File: src/rtl/muldiv_sequencer_if.sv
// Request/response bundle between the execute stage and the iterative RV32M multiply/divide unit.
interface muldiv_sequencer_if #(
  parameter int unsigned XLEN = 32
);
  logic            start;
  logic [2:0]      Funct3;
  logic [XLEN-1:0] src_a;
  logic [XLEN-1:0] src_b;
  logic            flush;
  logic            ready;
  logic            busy;
  logic            done;
  logic [XLEN-1:0] result;

  modport master (
    output start, Funct3, src_a, src_b, flush,
    input  ready, busy, done, result
  );

  modport slave (
    input  start, Funct3, src_a, src_b, flush,
    output ready, busy, done, result
  );
endinterface

File: src/rtl/muldiv_sequencer.sv
// Iterative RV32M unit: radix-2 shift-add multiply / restoring divide over XLEN cycles.
// Optional MULDIV_EARLY_OUT_EN: divide-by-zero, signed overflow and zero-operand multiply skip CALC.
module muldiv_sequencer #(
  parameter int unsigned XLEN = 32
) (
  input  logic               clk,
  input  logic               reset,
  muldiv_sequencer_if.slave  bus
);

  typedef enum logic [1:0] {StIdle, StCalc, StDone} state_e;

  localparam int unsigned     CntW   = $clog2(XLEN);
  localparam logic [XLEN-1:0] MinNeg = {1'b1, {(XLEN-1){1'b0}}};

  state_e            state_q, state_d;
  logic [CntW-1:0]   cnt_q, cnt_d;
  logic [2*XLEN-1:0] acc_q, acc_d, acc_step, prod;
  logic [XLEN-1:0]   opnd_q, opnd_d, result_q, result_d;
  logic [2:0]        op_q, op_d;
  logic              neg_q, neg_d, sign_a_q, sign_a_d, div_zero_q, div_zero_d;

  logic              a_signed, b_signed, sa, sb;
  logic [XLEN-1:0]   a_mag, b_mag, quo, rem, final_res;
  logic [XLEN:0]     add_sum, rem_sh, rem_diff;

  always_ff @(posedge clk) begin
    if (reset) begin
      state_q    <= StIdle;
      cnt_q      <= '0;
      acc_q      <= '0;
      opnd_q     <= '0;
      result_q   <= '0;
      op_q       <= '0;
      neg_q      <= 1'b0;
      sign_a_q   <= 1'b0;
      div_zero_q <= 1'b0;
    end else begin
      state_q    <= state_d;
      cnt_q      <= cnt_d;
      acc_q      <= acc_d;
      opnd_q     <= opnd_d;
      result_q   <= result_d;
      op_q       <= op_d;
      neg_q      <= neg_d;
      sign_a_q   <= sign_a_d;
      div_zero_q <= div_zero_d;
    end
  end

  // Operand conditioning: MULHSU treats only rs1 as signed; DIVU/REMU/MULHU are unsigned.
  always_comb begin
    a_signed = (bus.Funct3 != 3'b011) && (!bus.Funct3[2] || !bus.Funct3[0]);
    b_signed = a_signed && (bus.Funct3 != 3'b010);
    sa       = a_signed && bus.src_a[XLEN-1];
    sb       = b_signed && bus.src_b[XLEN-1];
    a_mag    = sa ? -bus.src_a : bus.src_a;
    b_mag    = sb ? -bus.src_b : bus.src_b;
  end

  // One iteration; the divide remainder needs XLEN+1 bits after the left shift.
  always_comb begin
    add_sum  = {1'b0, acc_q[2*XLEN-1:XLEN]} + {1'b0, opnd_q};
    rem_sh   = acc_q[2*XLEN-1:XLEN-1];
    rem_diff = rem_sh - {1'b0, opnd_q};
    if (op_q[2]) begin
      if (!rem_diff[XLEN]) acc_step = {rem_diff[XLEN-1:0], acc_q[XLEN-2:0], 1'b1};
      else                 acc_step = {rem_sh[XLEN-1:0], acc_q[XLEN-2:0], 1'b0};
    end else if (acc_q[0]) begin
      acc_step = {add_sum, acc_q[XLEN-1:1]};
    end else begin
      acc_step = {1'b0, acc_q[2*XLEN-1:1]};
    end
  end

  always_comb begin
    prod = neg_q ? -acc_step : acc_step;
    quo  = div_zero_q ? '1 : (neg_q ? -acc_step[XLEN-1:0] : acc_step[XLEN-1:0]);
    rem  = sign_a_q ? -acc_step[2*XLEN-1:XLEN] : acc_step[2*XLEN-1:XLEN];
    case (op_q)
      3'b000:                 final_res = prod[XLEN-1:0];
      3'b001, 3'b010, 3'b011: final_res = prod[2*XLEN-1:XLEN];
      3'b100, 3'b101:         final_res = quo;
      default:                final_res = rem;
    endcase
  end

  always_comb begin
    state_d    = state_q;
    cnt_d      = cnt_q;
    acc_d      = acc_q;
    opnd_d     = opnd_q;
    result_d   = result_q;
    op_d       = op_q;
    neg_d      = neg_q;
    sign_a_d   = sign_a_q;
    div_zero_d = div_zero_q;
    case (state_q)
      StIdle: begin
        if (bus.start && !bus.flush) begin
          op_d       = bus.Funct3;
          sign_a_d   = sa;
          neg_d      = sa ^ sb;
          div_zero_d = bus.Funct3[2] && (bus.src_b == '0);
          cnt_d      = '0;
          opnd_d     = bus.Funct3[2] ? b_mag : a_mag;
          acc_d      = {{XLEN{1'b0}}, (bus.Funct3[2] ? a_mag : b_mag)};
          state_d    = StCalc;
`ifdef MULDIV_EARLY_OUT_EN
          if (bus.Funct3[2] && (bus.src_b == '0)) begin
            result_d = bus.Funct3[1] ? bus.src_a : '1;
            state_d  = StDone;
          end else if (bus.Funct3[2] && !bus.Funct3[0] && (bus.src_a == MinNeg) &&
                       (bus.src_b == '1)) begin
            result_d = bus.Funct3[1] ? '0 : MinNeg;
            state_d  = StDone;
          end else if (!bus.Funct3[2] && ((bus.src_a == '0) || (bus.src_b == '0))) begin
            result_d = '0;
            state_d  = StDone;
          end
`endif
        end
      end
      StCalc: begin
        if (bus.flush) begin
          state_d = StIdle;
        end else begin
          acc_d = acc_step;
          cnt_d = cnt_q + 1'b1;
          if (cnt_q == CntW'(XLEN - 1)) begin
            result_d = final_res;
            state_d  = StDone;
          end
        end
      end
      StDone:  state_d = StIdle;
      default: state_d = StIdle;
    endcase
  end

  always_comb begin
    bus.ready  = (state_q == StIdle);
    bus.busy   = (state_q == StCalc);
    bus.done   = (state_q == StDone);
    bus.result = result_q;
  end

endmodule

File: src/flat_wrapper.sv
// flat-port wrapper written by rule: the top's interface ports become plain ports
module muldiv_sequencer_flat 
#(
  parameter int unsigned XLEN = 32
)
  (clk, reset, bus_start, bus_Funct3, bus_src_a, bus_src_b, bus_flush, bus_ready, bus_busy, bus_done, bus_result);
  muldiv_sequencer_if #(.XLEN(XLEN)) bus_i ();
  input  logic clk;
  input  logic reset;
  input wire logic [$bits(bus_i.start)-1:0] bus_start;
  input wire logic [$bits(bus_i.Funct3)-1:0] bus_Funct3;
  input wire logic [$bits(bus_i.src_a)-1:0] bus_src_a;
  input wire logic [$bits(bus_i.src_b)-1:0] bus_src_b;
  input wire logic [$bits(bus_i.flush)-1:0] bus_flush;
  output wire logic [$bits(bus_i.ready)-1:0] bus_ready;
  output wire logic [$bits(bus_i.busy)-1:0] bus_busy;
  output wire logic [$bits(bus_i.done)-1:0] bus_done;
  output wire logic [$bits(bus_i.result)-1:0] bus_result;
  assign bus_i.start = bus_start;
  assign bus_i.Funct3 = bus_Funct3;
  assign bus_i.src_a = bus_src_a;
  assign bus_i.src_b = bus_src_b;
  assign bus_i.flush = bus_flush;
  assign bus_ready = bus_i.ready;
  assign bus_busy = bus_i.busy;
  assign bus_done = bus_i.done;
  assign bus_result = bus_i.result;
  muldiv_sequencer #(.XLEN(XLEN)) u_core (.clk(clk), .reset(reset), .bus(bus_i));
endmodule
File: config.mk
export PLATFORM = sky130hd
export DESIGN_NAME = muldiv_sequencer_flat
export DESIGN_NICKNAME = d
export VERILOG_FILES = /design/src/rtl/muldiv_sequencer_if.sv /design/src/rtl/muldiv_sequencer.sv /design/src/flat_wrapper.sv
export SDC_FILE = /design/constraint.sdc
export NUM_CORES = 1
export LEC_CHECK = 0
export CAP_MARGIN = 30
export CELL_PAD_IN_SITES_DETAIL_PLACEMENT = 2
export CELL_PAD_IN_SITES_GLOBAL_PLACEMENT = 2
export CORE_MARGIN = 8
export CORE_UTILIZATION = 25
export DETAILED_ROUTE_END_ITERATION = 10
export PLACE_DENSITY_LB_ADDON = 0.3
export SYNTH_ARGS = -nofsm -noshare
export SYNTH_HDL_FRONTEND = slang
export SYNTH_SLANG_ARGS = --single-unit
File: constraint.sdc
create_clock -name clk -period 5.3 [get_ports clk]
set_input_delay 0.53 -clock clk [delete_from_list [all_inputs] [get_ports clk]]
set_output_delay 0.53 -clock clk [all_outputs]
set_load 0.03 [all_outputs]
# [After elaboration in Yosys (flattened, before gate mapping)]
# Cells that the tools add are included.
[classes] addsub=8 eq_ne=13 muxes=22 bitwise_logic=2 reduce_logical=20
[ops] operator="$mux 64" n=6
[ops] operator="$mux 32" n=7
[ops] operator="$neg 32->32" n=4
[ops] operator="$pmux 64 s2" n=1
[ops] operator="$pmux 32 s3" n=1
[ops] operator="$neg 64->64" n=1
[ops] operator="$add 32x32->33" n=1
[ops] operator="$sub 33x32->33" n=1
[ops] operator="$logic_not 32->1" n=1
[ops] operator="$mux 5" n=2
[ops] operator="$pmux 5 s2" n=1
[ops] operator="$ne 3x2->1 const B" n=3
[ops] operator="$eq 3x2->1 const B" n=2
[ops] operator="$eq 3x3->1 const B" n=2
[ops] operator="$logic_and 1x1->1" n=6
[ops] operator="$mux 2" n=3
[ops] operator="$reduce_and 3->1" n=2
[ops] operator="$add 5x1->5 const B" n=1
[ops] operator="$eq 5x5->1 const B" n=1
[ops] operator="$pmux 2 s2" n=1
[ops] operator="$reduce_and 2->1" n=2
[ops] operator="$eq 3x1->1 const B" n=1
[ops] operator="$logic_not 1->1" n=3
[ops] operator="$logic_not 3->1" n=1
[ops] operator="other kinds (11)" n=11
[word_totals] ff_bits=141 inputBits=71 output_inout_bits=35

# [Depth between registers and ports, before layout]
# Gate-level depths: netlist (run 1).
[logic_depth] word_depth=9 ltp_mapped=25 depth_no_buf=22

# [Worst setup path before layout (run 1)]
# Ideal clock, no wire load.
[synth_path] kind="register -> register" start="reg u_core.acc_q[31]" end="reg u_core.result_q[24] (netlist: u_core.bus.result[24])" setup_time_ns=0.122 t_arrival_ns=4.958 required_ns=5.178 setup_slack_ns=0.220 stages_incl_launch_ff=25 cell_sequence="dfxtp_1 -> inv_1 -> ha_1 -> fa_1 -> nand2b_1 -> a21oi_1 -> nor3_4 -> o211ai_4 -> a311o_1 -> buf_6 -> nand2_2 -> buf_4 -> buf_2 -> nand2_1 -> o21ai_0 -> a21oi_1 -> ha_1 -> inv_1 -> or4_4 -> or2_1 -> or4b_4 -> o31ai_4 -> xnor2_1 -> a211oi_1 -> a21oi_1"
[synth_via] elab_chain_cells=7 word_cells_on_any_way=12 cone_classes="add/sub (4); mux (8)"
[synth_lines] item="from (decl)" line="muldiv_sequencer.sv:18" text="logic [2*XLEN-1:0] acc_q, acc_d, acc_step, prod;"
[synth_lines] item="from (signal assigned)" line="muldiv_sequencer.sv:31" text="acc_q <= '0;"
[synth_lines] item="from (signal assigned)" line="muldiv_sequencer.sv:41" text="acc_q <= acc_d;"
[synth_lines] item="$sub 33x32->33" line="muldiv_sequencer.sv:65" text="rem_diff = rem_sh - {1'b0, opnd_q};"
[synth_lines] item="$mux 64" line="muldiv_sequencer.sv:67" text="if (!rem_diff[XLEN]) acc_step = {rem_diff[XLEN-1:0], acc_q[XLEN-2:0], 1'b1};"
[synth_lines] item="$mux 64 *" line="muldiv_sequencer.sv:66" text="if (op_q[2]) begin"
[synth_lines] item="$neg 32->32" line="muldiv_sequencer.sv:78" text="quo = div_zero_q ? '1 : (neg_q ? -acc_step[XLEN-1:0] : acc_step[XLEN-1:0]);"
[synth_lines] item="$mux 32 (2 in a row)" line="muldiv_sequencer.sv:78"
[synth_lines] item="$pmux 32 s3 *" line="muldiv_sequencer.sv:80" text="case (op_q)"
[synth_lines] item="to (signal assigned)" line="muldiv_sequencer.sv:43" text="result_q <= result_d;"
[synth_lines] item="to (decl)" line="muldiv_sequencer.sv:19" text="logic [XLEN-1:0] opnd_q, opnd_d, result_q, result_d;"
# Every way passes the cells marked *; elsewhere a longest branch is shown, timed or not.
# A chain may end at the register's enable or synchronous reset.

# [Worst setup path in the final report (run 1)]
[layout_path] start="reg u_core.acc_q[60]" end="reg u_core.result_q[31] (netlist: u_core.bus.result[31])"
# The elaborated chain is that of the path after synthesis.

==> flow_summary_export.csv, run 1 <==
group,metric,value,unit
worst_setup_path,cp-end-kind,"flip-flop",
timing,worst_slack,0.157,ns
detailed_routing,drc_errors,0,
cts,cts_buffers,17,
yosys,syn_area,15300,µm²
floorplanning,coreArea,61300,µm²
global_routing,grt_max_degree,72,
yosys,synthTopCellsByArea,"dfxtp_1 18%, a21oi_1 7.0%, xnor2_1 6.1%, ha_1 5.7%, nor2_1 5.6%",
cells_and_area,final_common_cell,"nor2_1",
timing,tns,0,ns
yosys,synth.top_cell.area_share,0.184,
floorplanning,pin_count,106,
yosys,synthSimpleGateAreaFrac,0.233,
yosys,yosysTopAreaCell,"dfxtp_1",
global_routing,grt_pass1_vias,18700,
power_and_ir_drop,seq_power_share,0.290,
floorplanning,die_w,264,µm
cts,cts.path.max_buffers,2,
yosys,synth.distinct_cells,98,
worst_setup_path,cp_slowest_cell,"o311ai_1",
cts,root_buffer,"clkbuf_16",
cts,h-tree-depth,4,
placed_design,portBuffers,105,
floorplanning,die_height,264,µm
timing,max_freq,0.194,GHz
placed_design,dp_hpwl,62600,µm
detailed_routing,vias,17600,
yosys,avgSynthCellArea,7.11,µm²
yosys,synth-xor-area-share,0.102,
worst_hold_path,hp-class,"flip-flop to flip-flop",
worst_setup_path,cp_data_required_time,5.70,ns
timing,slew_violations,0,
power_and_ir_drop,ir_worst_vdd,0.000145,V
yosys,synth_warnings,0,
cells_and_area,nets,2397,
detailed_routing,first_iter_violations,963,
power_and_ir_drop,p_clk_frac,0.319,
power_and_ir_drop,power_frac_comb,0.391,
timing,hold_violations,0,
timing,setup_viol,0,
cts,cts.sinks,141,
detailed_routing,vias_per_cell,5.76,
placed_design,pre_cts_ws,0.0428,ns
yosys,synth_top_family_by_area,"compound AO/OA/AOI/OAI gates",
cells_and_area,fill_cells,7246,
cells_and_area,final_cell_mix,"229 x nor2_1, 213 x a21oi_1, 193 x nand2_1",
detailed_routing,wire_per_inst,25.8,µm
worst_setup_path,crit_type,"flip-flop to flip-flop",
yosys,synth.ff_latch_count,141,
floorplanning,die_area,69600,µm²
yosys,synth_compound_area_frac,0.332,
worst_setup_path,arrival,5.55,ns
cts,path_clk_slew,0.08,ns
timing,finalClockSkew,0.0201,ns
yosys,ys_seq_area_frac,0.184,
power_and_ir_drop,power.density,217,nW/µm²
global_routing,grtUsageTotal,0.219,
power_and_ir_drop,p_sw,0.00167,W
floorplanning,placementRows,91,
yosys,synth_mux_area_frac,0.0324,
cts,cts_tree,"built",
yosys,synth_async_sr_flop_share,0,
yosys,synth.net_count,2302,
placed_design,routabilityCongestion,0.861,
yosys,synth_adder_area_share,0.0597,
outcome,status,"finished clean",
global_routing,grt_pass1_wl,119000,µm
cells_and_area,drive_above_1_share,0.107,
cts,clock_latency,0.47,ns
detailed_routing,wirelength,78800,µm
worst_setup_path,cp_slowest_stage_delay,0.65,ns
yosys,netlist_instances,2159,
worst_setup_path,crit_chain,"ha_1 > a21oi_1 > nor2_1 > a211oi_1 > o211ai_2 > a311oi_4 > nor2_1 > buf_4 > o311ai_1 > nor3b_4 > nand4_1 > o41ai_2 > buf_4 > xor2_1 > o21ai_1 > o21ai_1",
power_and_ir_drop,leakage,6.83,nW
cts,holdBufCountCts,0,
global_routing,grt_antenna_before_repair,1,
cells_and_area,antenna_cells,0,
yosys,synth-edff-count,0,
run,maxCapViolations,0,
detailed_routing,dr.pass1.iters,5,
floorplanning,initial_utilization,0.251,
worst_setup_path,cp_max_fo,13,
detailed_routing,drtAntennaViolNets,0,
timing,tightest_slew,1.01,ns
timing,finalCriticalPeriod,5.14,ns
global_routing,grt_overflow_total,0,
timing,relSlewSlack,0.324,
cells_and_area,area_growth,19.6,%
cells_and_area,final_core_util,0.300,
timing,period_share,0.970,
worst_setup_path,start_kind,"flip-flop",
power_and_ir_drop,internal_power,0.00232,W
yosys,ys.flop_type,"dfxtp_1",
power_and_ir_drop,swShare,0.418,
[cell type report]
cell class	instances	area, µm²	share of cell area
clock buffers	18	429	0.0234
clock inverters	14	148	0.00805
inverters	69	259	0.0141
multi-input cells	1799	11700	0.639
flip-flops and latches	141	2830	0.154
well taps	790	988	0.0539
repair buffers	226	1970	0.107
[synthesized netlist by cell type, types with 18 or more instances]
master    instances
nand4_1          23
a221oi_1         27
a211oi_1         59
dfxtp_1         141
nor3_1           62
nand3_1          41
and2_1           20
a22oi_1          51
a31oi_1          20
o211ai_1         38
nand2_1         193
nor2_1          231
mux2i_1          26
buf_2            28
ha_1             70
a21oi_1         216
xnor2_1         107
o31ai_1          27
mux2_2           21
or3_1            24
o21ai_1          18
inv_1            68
xor2_1           71
nor4_1           25
clkbuf_1        103
a21o_1           28
nand2b_1         29
o21ai_0         133
[final timing paths]
check,from,endpoint,slack [ns],cells past startpoint
worst max-delay path,u_core.acc_q[60],u_core.bus.result[31],0.16,16
worst min-delay path,u_core.sign_a_q,u_core.sign_a_q,0.46,2
worst max register to register,u_core.acc_q[60],u_core.bus.result[31],0.16,16
worst min register to register,u_core.sign_a_q,u_core.sign_a_q,0.46,2
[through the flow]
stage	cell area [µm²]	cells	power, W	hold slack (ns)
2_1_floorplan	15300	2159	0.00210	0.436
3_3_place_gp	17700	3021	0.00266	0.443
3_5_place_dp	17700	3022	0.00270	0.451
4_1_cts	18300	3054	0.00398	0.461
5_1_grt	18400	3057	0.00416	0.512
6_report	18400	3057	0.00399	0.462
[sequential cells by signal, indices dropped and copies added (netlist names)]
name,flops
u_core.div_zero_q,1
u_core.state_q,2
u_core.neg_q,1
u_core.bus.result,32
u_core.opnd_q,32
u_core.cnt_q,5
u_core.op_q,3
u_core.sign_a_q,1
u_core.acc_q,64
[power by group through the flow]
stage               sequential, W  clock [W]  combinational, W
floorplan                 0.00115          0          0.000946
global placement          0.00117          0           0.00148
detailed placement        0.00118          0           0.00152
CTS                       0.00115    0.00129           0.00153
global route              0.00116    0.00132           0.00167
finish                    0.00116    0.00127           0.00156
[routing by layer]
metal | track usage | part of all wire
met5 | 0 | 0
met4 | 0.0846 | 0.035
met3 | 0.0186 | 0.030
met2 | 0.377 | 0.48
met1 | 0.281 | 0.46
[cell families after synthesis]
| group | Yosys count |
|---|---|
| AO/OA/AOI/OAI | 764 |
| multiplexers | 47 |
| AND/OR/NAND/NOR | 738 |
| adder cells (fa/ha/maj) | 72 |
| XOR/XNOR | 178 |
| flip-flops | 141 |
| buffers and inverters | 219 |
[critical path: cells and delay by family, from the launching register on]
family / cells / cell delay (ns)
AOI/OAI and AO/OA: 8 / 2.41
xor gates and xnor gates: 1 / 0.19
adders and majority gates: 1 / 0.35
buffers and inverters: 2 / 0.44
DFF: 1 / 0.50
and+or+nand+nor: 4 / 1.17
[what timing repair did]
action                     CTS  global route
resized for setup            0            14
setup endpoints to repair    0            16
buffers inserted             0             3
(Power assumes the default switching activity.)
==> run 2: changes to the inputs <==
- RECOVER_POWER: default -> 25
==> run 2 against run 1 <==
Net effect:
- the flow now finishes with violations (capacitance limit, slew limit)
- total power about the same
- via count down 0.41%
- global-route usage unchanged
- sequential cell count did not move
- clock power hardly changed
- core utilization is essentially flat
- die area stayed put
- first-iteration DRC count is 0.93% lower
- critical path depth is the same
- largest power group unchanged
==> flow_summary_export.csv, run 2 (same netlist as run 1, synthesis figures left out) <==
group,metric,value,unit
placed_design,portBuffers,105,
cts,path_clk_slew,0.08,ns
worst_setup_path,crit_chain,"ha_1 > a21oi_1 > nor2_1 > a211oi_1 > o211ai_2 > a311oi_4 > nor2_1 > buf_4 > o311ai_1 > nor3b_4 > nand4_1 > o41ai_2 > buf_4 > xor2_1 > o21ai_1 > o21ai_1",
timing,finalCriticalPeriod,5.14,ns
cells_and_area,drive_above_1_share,0.106,
worst_setup_path,crit_type,"flip-flop to flip-flop",
power_and_ir_drop,ir_worst_vdd,0.000144,V
placed_design,placed_cells,3022,
worst_setup_path,path_buf_inv,2,
power_and_ir_drop,leakage,6.94,nW
timing,tightest_slew,2.28,ns
cts,cts_buffers,17,
global_routing,grt_overflow_total,0,
worst_setup_path,cp_max_fo,13,
power_and_ir_drop,total_power,0.00398,W
outcome,violations,"capacitance limit, slew limit",
floorplanning,die_area,69600,µm²
floorplanning,pin_count,106,
timing,setup_viol,0,
timing,hold_violations,0,
cts,holdBufCountCts,0,
floorplanning,initial_utilization,0.251,
global_routing,grt_max_degree,72,
global_routing,grtUsageTotal,0.219,
detailed_routing,drtAntennaViolNets,0,
cells_and_area,final_cell_mix,"229 x nor2_1, 213 x a21oi_1, 193 x nand2_1",
cells_and_area,final_core_util,0.299,
timing,slew_violations,45,
cells_and_area,final_common_cell,"nor2_1",
cells_and_area,top_register,"u_core.acc_q",
outcome,status,"complete, but fails checks",
cts,h-tree-depth,4,
cts,cts.sinks,141,
power_and_ir_drop,power.density,217,nW/µm²
timing,period_share,0.970,
worst_setup_path,crit_family,"compound AO/OA/AOI/OAI gates",
detailed_routing,wirelength,78800,µm
detailed_routing,wl_met3,2640,µm
timing,finalClockSkew,0.0187,ns
worst_setup_path,cp-end-kind,"flip-flop",
detailed_routing,vias,17500,
cells_and_area,nets,2397,
worst_setup_path,cp_slowest_cell,"o311ai_1",
detailed_routing,drc_errors,0,
detailed_routing,dr.pass1.iters,5,
worst_setup_path,arrival,5.54,ns
worst_setup_path,cp_slowest_stage_delay,0.62,ns
global_routing,grt_pass1_vias,18700,
global_routing,grt_pass1_wl,119000,µm
worst_setup_path,start_kind,"flip-flop",
cts,root_buffer,"clkbuf_16",
timing,whs,0.464,ns
cts,cts_tree,"built",
floorplanning,coreArea,61300,µm²
cts,cts.path.max_buffers,2,
timing,relSlewSlack,-0.518,
cells_and_area,stdcell_count,3057,
detailed_routing,vias_per_cell,5.73,
cells_and_area,largest_register_ff_count,64,
cells_and_area,area_growth,19.5,%
timing,max_freq,0.194,GHz
floorplanning,die_height,264,µm
detailed_routing,routedLengthMet1,35600,µm
detailed_routing,dr_wl_met2,37800,µm
worst_hold_path,hp-class,"flip-flop to flip-flop",
floorplanning,placementRows,91,
run,maxCapViolations,1,
detailed_routing,top_layer,"met4",
global_routing,grt_antenna_before_repair,1,
placed_design,dp_hpwl,62600,µm
floorplanning,die_w,264,µm
timing,tns,0,ns
worst_setup_path,cp_data_required_time,5.70,ns
placed_design,routabilityCongestion,0.861,
cells_and_area,antenna_cells,0,
detailed_routing,first_iter_violations,954,
cts,clock_latency,0.47,ns
detailed_routing,wire_per_inst,25.8,µm
## run 2: layout make-up
cell class | instances | area, µm²
clock buffer | 18 | 429
clock inverter | 14 | 148
fill | 7247 | 42900
inverter | 69 | 259
multi-input combinational | 1799 | 11700
sequential | 141 | 2830
tap | 790 | 988
timing repair buffer | 226 | 1970
## run 2: layer usage
layer | up-vias | GRT usage
met5 | - | 0
met3 | 107 | 0.0186
li1 | 8154 | -
met1 | 8903 | 0.281
met4 | 0 | 0.0846
met2 | 363 | 0.377
## run 2: stage by stage
stage / instance area [µm²] / setup WS [ns]
2_1_floorplan: 15300 / 0.220
3_3_place_gp: 17700 / 0.0818
3_5_place_dp: 17700 / 0.0428
4_1_cts: 18300 / 0.00579
5_1_grt: 18300 / -0.0213
6_report: 18300 / 0.158
## run 2: worst reg2reg max path, cell delays in order (launching register included)
cell and delay [ns]:
dfxtp_1 0.49, ha_1 0.35, a21oi_1 0.21, nor2_1 0.08, a211oi_1 0.32, o211ai_2 0.23
a311oi_4 0.35, nor2_1 0.16, buf_4 0.25, o311ai_1 0.62, nor3b_4 0.51, nand4_1 0.45
o41ai_2 0.48, buf_4 0.19, xor2_1 0.19, o21ai_1 0.08, o21ai_1 0.11
## run 2: worst paths after layout
path	startpoint	endpoint	slack, ns	cells after the start
setup / recovery	u_core.acc_q[60]	u_core.bus.result[31]	0.16	16
hold / removal	u_core.sign_a_q	u_core.sign_a_q	0.46	2
setup reg to reg	u_core.acc_q[60]	u_core.bus.result[31]	0.16	16
hold reg to reg	u_core.sign_a_q	u_core.sign_a_q	0.46	2
## run 2: repair_timing
action,CTS,global route
setup buffers,0,3
resized for setup,0,14
setup endpoints to repair,0,16
## run 2: power breakdown
part | internal [W] | switching (W) | total, W
Sequential | 0.00110 | 0.0000592 | 0.00116
Clock | 0.000664 | 0.000604 | 0.00127
Combinational | 0.000558 | 0.00100 | 0.00156
